===== src/rtl/multicycle_ctrl_pkg.sv =====
// ---------------------------------------------------------------------------
// multicycle_ctrl_pkg
//   Shared definitions for the RV32I multi-cycle controller: state and
//   instruction-class encodings, major opcode constants, immediate-extender
//   op codes and ALU op codes.
//   Optional feature macro: CTRL_SHAMT_EN (consumed by multicycle_ctrl).
// ---------------------------------------------------------------------------
package multicycle_ctrl_pkg;

    typedef enum logic [2:0] {
        ST_IDLE   = 3'd0,
        ST_FETCH  = 3'd1,
        ST_DECODE = 3'd2,
        ST_EXEC   = 3'd3,
        ST_MEM    = 3'd4,
        ST_WB     = 3'd5,
        ST_TRAP   = 3'd6
    } state_e;

    typedef enum logic [1:0] {
        CLS_R     = 2'd0,
        CLS_IALU  = 2'd1,
        CLS_LOAD  = 2'd2,
        CLS_STORE = 2'd3
    } class_e;

    localparam logic [6:0] OPC_OP     = 7'b0110011;
    localparam logic [6:0] OPC_OP_IMM = 7'b0010011;
    localparam logic [6:0] OPC_LOAD   = 7'b0000011;
    localparam logic [6:0] OPC_STORE  = 7'b0100011;

    localparam logic [2:0] F3_SLL = 3'b001;
    localparam logic [2:0] F3_SRL = 3'b101;

    localparam logic [6:0] F7_ZERO = 7'b0000000;
    localparam logic [6:0] F7_SRA  = 7'b0100000;

    localparam logic [2:0] EXT_CTRL_NONE        = 3'b000;
    localparam logic [2:0] EXT_CTRL_STYPE       = 3'b001;
    localparam logic [2:0] EXT_CTRL_ITYPE       = 3'b010;
    localparam logic [2:0] EXT_CTRL_ITYPE_SHAMT = 3'b100;

    localparam logic [1:0] ALU_OP_ADD   = 2'b00;
    localparam logic [1:0] ALU_OP_FUNCT = 2'b10;

    // States in which the controller owns an outstanding memory request.
    function automatic logic waits_on_mem(input state_e s);
        return (s == ST_FETCH) || (s == ST_MEM);
    endfunction

endpackage


===== src/rtl/multicycle_ctrl_mem_wait_timer.sv =====
// ---------------------------------------------------------------------------
// multicycle_ctrl_mem_wait_timer
//   Memory wait timer: counts cycles a request has waited for mem_ready.
//   Ports:
//     clk        in   clock, rising edge
//     rstn       in   asynchronous active-low reset
//     clr_i      in   clear counter to zero (wins over en_i)
//     en_i       in   count one waited cycle
//     expired_o  out  counter has reached MEM_TIMEOUT
// ---------------------------------------------------------------------------
module multicycle_ctrl_mem_wait_timer #(
    parameter int unsigned MEM_TIMEOUT = 15,
    parameter int unsigned CNT_W       = 4
) (
    input  logic clk,
    input  logic rstn,
    input  logic clr_i,
    input  logic en_i,
    output logic expired_o
);

    logic [CNT_W-1:0] cnt_q;
    logic [CNT_W-1:0] cnt_d;

    always_comb begin
        cnt_d = cnt_q;
        if (clr_i) begin
            cnt_d = '0;
        end else if (en_i) begin
            cnt_d = cnt_q + CNT_W'(1);
        end
    end

    always_ff @(posedge clk or negedge rstn) begin
        if (!rstn) begin
            cnt_q <= '0;
        end else begin
            cnt_q <= cnt_d;
        end
    end

    assign expired_o = (cnt_q == CNT_W'(MEM_TIMEOUT));

endmodule


===== src/rtl/multicycle_ctrl.sv =====
// ---------------------------------------------------------------------------
// multicycle_ctrl
//   Multi-cycle control FSM for an RV32I datapath. Sequences
//   fetch/decode/execute/memory/writeback, drives the immediate-extender op,
//   ALU selects and write enables, owns the memory handshake, and traps on
//   illegal opcodes or memory timeout.
//
//   Optional feature macro: CTRL_SHAMT_EN
//     defined   : OP-IMM shifts (slli/srli/srai) are legal, ext_op = 100
//     undefined : OP-IMM funct3 001/101 trap
//
//   Ports:
//     clk        in   clock, rising edge
//     rstn       in   asynchronous active-low reset
//     instr      in   IR contents (valid from DECODE onward)
//     mem_ready  in   memory completes request this cycle
//     mem_req    out  memory request active
//     mem_we     out  request is a store
//     pc_write   out  PC <= PC+4
//     ir_write   out  IR <= fetched word
//     ext_op     out  immediate-extender op
//     alu_src_b  out  1 = immediate, 0 = rs2
//     alu_op     out  00 add, 10 decode funct3/funct7
//     reg_write  out  register file write enable
//     wd_sel     out  0 = ALU result, 1 = load data
//     trap       out  sticky fault indicator
//     state      out  current state (debug)
//
//   state  | meaning
//   IDLE   | post-reset, one cycle
//   FETCH  | instruction read; IR/PC written on mem_ready
//   DECODE | classify opcode, latch class and extender op
//   EXEC   | ALU operation / address generation
//   MEM    | data load or store
//   WB     | register file write
//   TRAP   | illegal opcode or memory timeout; left only by reset
// ---------------------------------------------------------------------------
module multicycle_ctrl
    import multicycle_ctrl_pkg::*;
#(
    parameter int unsigned MEM_TIMEOUT = 15,
    parameter int unsigned CNT_W       = 4
) (
    input  logic        clk,
    input  logic        rstn,
    input  logic [31:0] instr,
    input  logic        mem_ready,
    output logic        mem_req,
    output logic        mem_we,
    output logic        pc_write,
    output logic        ir_write,
    output logic [2:0]  ext_op,
    output logic        alu_src_b,
    output logic [1:0]  alu_op,
    output logic        reg_write,
    output logic        wd_sel,
    output logic        trap,
    output logic [2:0]  state
);

    state_e     state_q, state_d;
    class_e     cls_q, cls_d;
    logic [2:0] ext_q, ext_d;

    logic       timer_clr;
    logic       timer_en;
    logic       timer_expired;

    logic [6:0] opcode;
    logic [2:0] funct3;
    logic [6:0] funct7;
    logic       dec_legal;
    class_e     dec_cls;
    logic [2:0] dec_ext;
    logic       unused_instr;

    assign opcode = instr[6:0];
    assign funct3 = instr[14:12];
    assign funct7 = instr[31:25];

`ifdef CTRL_SHAMT_EN
    assign unused_instr = ^{instr[24:15], instr[11:7]};
`else
    assign unused_instr = ^{funct7, instr[24:15], instr[11:7]};
`endif

    // Opcode classification; illegal encodings leave the extender idle.
    always_comb begin
        dec_legal = 1'b0;
        dec_cls   = CLS_R;
        dec_ext   = EXT_CTRL_NONE;
        case (opcode)
            OPC_OP: begin
                dec_legal = 1'b1;
                dec_cls   = CLS_R;
            end
            OPC_OP_IMM: begin
                dec_cls = CLS_IALU;
                if ((funct3 == F3_SLL) || (funct3 == F3_SRL)) begin
`ifdef CTRL_SHAMT_EN
                    dec_ext   = EXT_CTRL_ITYPE_SHAMT;
                    dec_legal = (funct7 == F7_ZERO) ||
                                ((funct3 == F3_SRL) && (funct7 == F7_SRA));
`else
                    dec_legal = 1'b0;
`endif
                end else begin
                    dec_ext   = EXT_CTRL_ITYPE;
                    dec_legal = 1'b1;
                end
            end
            OPC_LOAD: begin
                dec_legal = 1'b1;
                dec_cls   = CLS_LOAD;
                dec_ext   = EXT_CTRL_ITYPE;
            end
            OPC_STORE: begin
                dec_legal = 1'b1;
                dec_cls   = CLS_STORE;
                dec_ext   = EXT_CTRL_STYPE;
            end
            default: begin
                dec_legal = 1'b0;
            end
        endcase
        if (!dec_legal) begin
            dec_ext = EXT_CTRL_NONE;
        end
    end

    always_ff @(posedge clk or negedge rstn) begin
        if (!rstn) begin
            state_q <= ST_IDLE;
            cls_q   <= CLS_R;
            ext_q   <= EXT_CTRL_NONE;
        end else begin
            state_q <= state_d;
            cls_q   <= cls_d;
            ext_q   <= ext_d;
        end
    end

    always_comb begin
        state_d   = state_q;
        cls_d     = cls_q;
        ext_d     = ext_q;
        mem_req   = 1'b0;
        mem_we    = 1'b0;
        pc_write  = 1'b0;
        ir_write  = 1'b0;
        ext_op    = EXT_CTRL_NONE;
        alu_src_b = 1'b0;
        alu_op    = ALU_OP_ADD;
        reg_write = 1'b0;
        wd_sel    = 1'b0;
        trap      = 1'b0;
        case (state_q)
            ST_IDLE: begin
                state_d = ST_FETCH;
            end
            ST_FETCH: begin
                mem_req = 1'b1;
                if (mem_ready) begin
                    ir_write = 1'b1;
                    pc_write = 1'b1;
                    state_d  = ST_DECODE;
                end else if (timer_expired) begin
                    state_d = ST_TRAP;
                end
            end
            ST_DECODE: begin
                // Extender is registered, so its op must be presented while
                // decoding for the immediate to be ready in EXEC.
                ext_op  = dec_ext;
                cls_d   = dec_cls;
                ext_d   = dec_ext;
                state_d = dec_legal ? ST_EXEC : ST_TRAP;
            end
            ST_EXEC: begin
                ext_op    = ext_q;
                alu_src_b = (cls_q != CLS_R);
                alu_op    = ((cls_q == CLS_LOAD) || (cls_q == CLS_STORE)) ?
                            ALU_OP_ADD : ALU_OP_FUNCT;
                state_d   = ((cls_q == CLS_LOAD) || (cls_q == CLS_STORE)) ?
                            ST_MEM : ST_WB;
            end
            ST_MEM: begin
                ext_op  = ext_q;
                mem_req = 1'b1;
                mem_we  = (cls_q == CLS_STORE);
                if (mem_ready) begin
                    state_d = (cls_q == CLS_STORE) ? ST_FETCH : ST_WB;
                end else if (timer_expired) begin
                    state_d = ST_TRAP;
                end
            end
            ST_WB: begin
                ext_op    = ext_q;
                reg_write = 1'b1;
                wd_sel    = (cls_q == CLS_LOAD);
                state_d   = ST_FETCH;
            end
            ST_TRAP: begin
                trap = 1'b1;
            end
            default: begin
                state_d = ST_TRAP;
            end
        endcase
    end

    // Any state change clears the timer, which covers every entry to FETCH
    // or MEM (including MEM -> FETCH after a store).
    assign timer_clr = (state_d != state_q);
    assign timer_en  = waits_on_mem(state_q) && !mem_ready;

    multicycle_ctrl_mem_wait_timer #(
        .MEM_TIMEOUT (MEM_TIMEOUT),
        .CNT_W       (CNT_W)
    ) u_mem_wait_timer (
        .clk       (clk),
        .rstn      (rstn),
        .clr_i     (timer_clr),
        .en_i      (timer_en),
        .expired_o (timer_expired)
    );

    assign state = state_q;

endmodule

===== config.mk =====
export PLATFORM = sky130hd
export DESIGN_NAME = multicycle_ctrl
export DESIGN_NICKNAME = d
export VERILOG_FILES = /design/src/rtl/multicycle_ctrl_pkg.sv /design/src/rtl/multicycle_ctrl_mem_wait_timer.sv /design/src/rtl/multicycle_ctrl.sv
export SDC_FILE = /design/constraint.sdc
export NUM_CORES = 1
export LEC_CHECK = 0
export CORE_UTILIZATION = 36
export CTS_BUF_LIST = sky130_fd_sc_hd__clkbuf_16
export DETAILED_ROUTE_END_ITERATION = 8
export PLACE_DENSITY = 0.79
export SLEW_MARGIN = 40
export SYNTH_ARGS = -nofsm -noshare
export SYNTH_HDL_FRONTEND = slang
export SYNTH_SLANG_ARGS = --single-unit

===== constraint.sdc =====
create_clock -name clk -period 2.45 [get_ports clk]
set_input_delay 0.49 -clock clk [delete_from_list [all_inputs] [get_ports clk]]
set_output_delay 0.49 -clock clk [all_outputs]
set_load 0.02 [all_outputs]

==> qor.yml <==
outcome:
  run_status: "finished, final reports clean"
timing:
  finalWorstSetupSlack_ps: 86.5
  period_minus_slack_ps: 2360
  timing.fmax_mhz: 423
  setup_violations: 0
  whs_ps: 510
  slew_headroom_pct: 64.9
  hold_violations: 0
  finalMaxSlewViolations: 0
  clock_skew_ps: 5.80
  finalCritPeriodShare_pct: 96.5
  max_slew.worst_pin.slew_ps: 526
layout:
  fill_cells: 177
  fin_cells: 160
  syn_to_final_growth_pct: 56.2
  drive_above_1_share_pct: 21.8
  multi_input_area_sq_um: 504
  antennaDiodeCount: 0
  nets: 170
  ff_latch_area_sq_um: 275
  postLayoutCoreUtil_pct: 61.9
yosys:
  synth-main-ff-cell: "dfrtp_1"
  synthesis.area_sq_um: 802
  yosys_warnings: 0
  ys_top_cells_by_count: "dfrtp_1 (11), nand2_1 (11), nor2_1 (8)"
  synth_area_leaders: "dfrtp_1 (34%), nand2_1 (5.1%), nor3_1 (4.4%)"
  synth-edff-count: 0
  synth_top_area_share_pct: 34.3
  netlist-cell-type-count: 38
  syn_inst: 98
  ys_ff_latch: 11
  avgSynthCellArea_sq_um: 8.18
  async_flop_share_pct: 100
  synth.largest_area_cell: "dfrtp_1"
  ys_seq_area_share_pct: 34.3
die:
  core-area_sq_mm: 0.00202
  ios: 51
  start_util_pct: 39.7
  die_h_microns: 49.2
  rows: 16
  die_w_microns: 49.2
  die-area_sq_mm: 0.00242
grt:
  grt-ovfl-total: 0
  grt_pass1_vias: 851
  grt_pass1_wl_microns: 3720
  track_usage_pct: 20.3
  antenna_found_initial: 0
  grt_max_degree: 13
setup_path:
  rr_worst_depth: 7
  regToRegSetupSlack_ps: 340
  critPathRequiredTime_ps: 1960
  crit_type: "in2out"
  end_kind: "output pin"
  crit_arrival_ps: 1870
  crit_path_start: "instr[4]"
  r2r_start: "state[2]"
  critPathLaunchType: "primary input"
  timing.rr.end: "u_mem_wait_timer.cnt_q[1]"
  cp_max_fo: 2
power:
  max-vdd-ir-drop_v: 0.000567
  p_per_area_mw_per_mm2: 1130
  p_leak_nw: 0.606
  p_total_mw: 1.41
clock_network:
  cts_hold_buf: 0
  cts_tree: "yes"
  path_clk_slew_ps: 50
  htree_levels: 1
  cts_buffers: 3
  cts.root.buffer_cell: "clkbuf_16"
  clock-sinks: 11
  clockBufferDepth: 2
  clk_latency_ps: 250
detailed_routing:
  ant_nets: 0
  wl_per_cell_microns: 13.4
  drc: 0
  vias: 851
  dr.first_iter.drc_count: 21
  totalWireLength_microns: 2140
  drt_first_pass_iters: 4
  vias_per_cell: 5.32
min_path:
  hold_depth: 2
  hold_path_class: "reg2reg"
  min_to: "ext_q[0]"
  min-delay-start: "ext_q[0]"
place:
  io_buffers: 25
  dp.cells: 154
  gp_congestion: 0.779
  place_hpwl_microns: 1510
  dp_slack_ps: -560
flow_run:
  drv_cap: 0
==> flip-flops by register name, summed over array words and instances, names as in the netlist <==
name	flops
state	3
ext_q	2
u_mem_wait_timer.cnt_q	4
cls_q	2
==> routing by layer <==
metal / wire length [microns] / track usage (%) / part of all wire, %
met1: 922 / 23.5 / 43
met2: 1010 / 32.2 / 47
met3: 177 / 6.54 / 8.3
met4: 31 / 12.3 / 1.4
met5: 0 / 0 / 0
==> per-stage QoR <==
stage	TNS [ps]	area [sq um]
3_5_place_dp	-2190	1130
4_1_cts	0	1220
5_1_grt	-17.3	1250
2_1_floorplan	0	806
3_3_place_gp	-1780	1130
6_report	0	1250
==> critical path, cell delays in order <==
cell and delay, ps:
dlygate4sd2_1 230, nor4bb_2 160, or4b_4 500, nor3_4 110, a21oi_1 50, o22ai_1 150, buf_4 170
==> kinds of logic (layout without fill, tap and decap cells) <==
family          after synthesis  in the layout  share of synthesized area [%]
other cells                   1              2                          0.468
fa+ha+maj                     1              1                           1.56
compound gates               17             17                           13.9
simple gates                 45             45                           30.6
xor+xnor                      7              7                           7.64
flops                        11             11                           34.3
mux                           3              3                           3.90
buf+inv                      13             47                           7.64
==> power by group <==
part           internal, mW  switching (mW)
clock network         0.215          0.0910
registers             0.222          0.0720
logic                 0.385           0.427
total                 0.823           0.590
==> layout by cell type, fill, tap and decap left out, types with 2 or more instances in the layout <==
cell type | netlist | routed
a21oi_1 | 6 | 6
and2_1 | 2 | 2
buf_4 | 3 | 15
clkbuf_16 | 0 | 3
clkdlybuf4s50_1 | 0 | 10
conb_1 | 1 | 2
dfrtp_1 | 11 | 11
dlygate4sd2_1 | 0 | 9
dlymetal6s2s_1 | 0 | 4
inv_1 | 5 | 6
mux2i_1 | 2 | 2
nand2_1 | 11 | 11
nand2b_1 | 4 | 4
nand3b_1 | 2 | 2
nor2_1 | 8 | 7
nor3_1 | 7 | 6
o22ai_1 | 2 | 2
o31ai_1 | 3 | 3
xnor2_1 | 4 | 4
xor2_1 | 3 | 3
==> worst max path at each step <==
stage                                            to  slack [ps]  cells past startpoint
final                                     ext_op[1]          90                      7
after global routing      u_mem_wait_timer.cnt_q[1]         -20                      7
after CTS                                 ext_op[1]           5                      6
after detailed placement                  ext_op[1]        -560                      7
after global placement                    ext_op[1]        -500                      7
after floorplan                              wd_sel          30                      4
==> final cells by class <==
class	instances	share of cell area, %
clock buffer	3	5.99
clock inverter	1	0.300
inverter	5	1.50
multi-input combinational	75	40.3
sequential	11	22.0
tap	27	2.70
timing repair buffer	38	27.3
==> timing repair <==
| item | CTS | global route |
|---|---|---|
| setup buffers | 1 | 1 |
| gates resized for setup | 24 | 6 |
| setup endpoints to repair | 4 | 8 |
| pin swaps | 6 | 4 |
(Power assumes the default switching activity.)
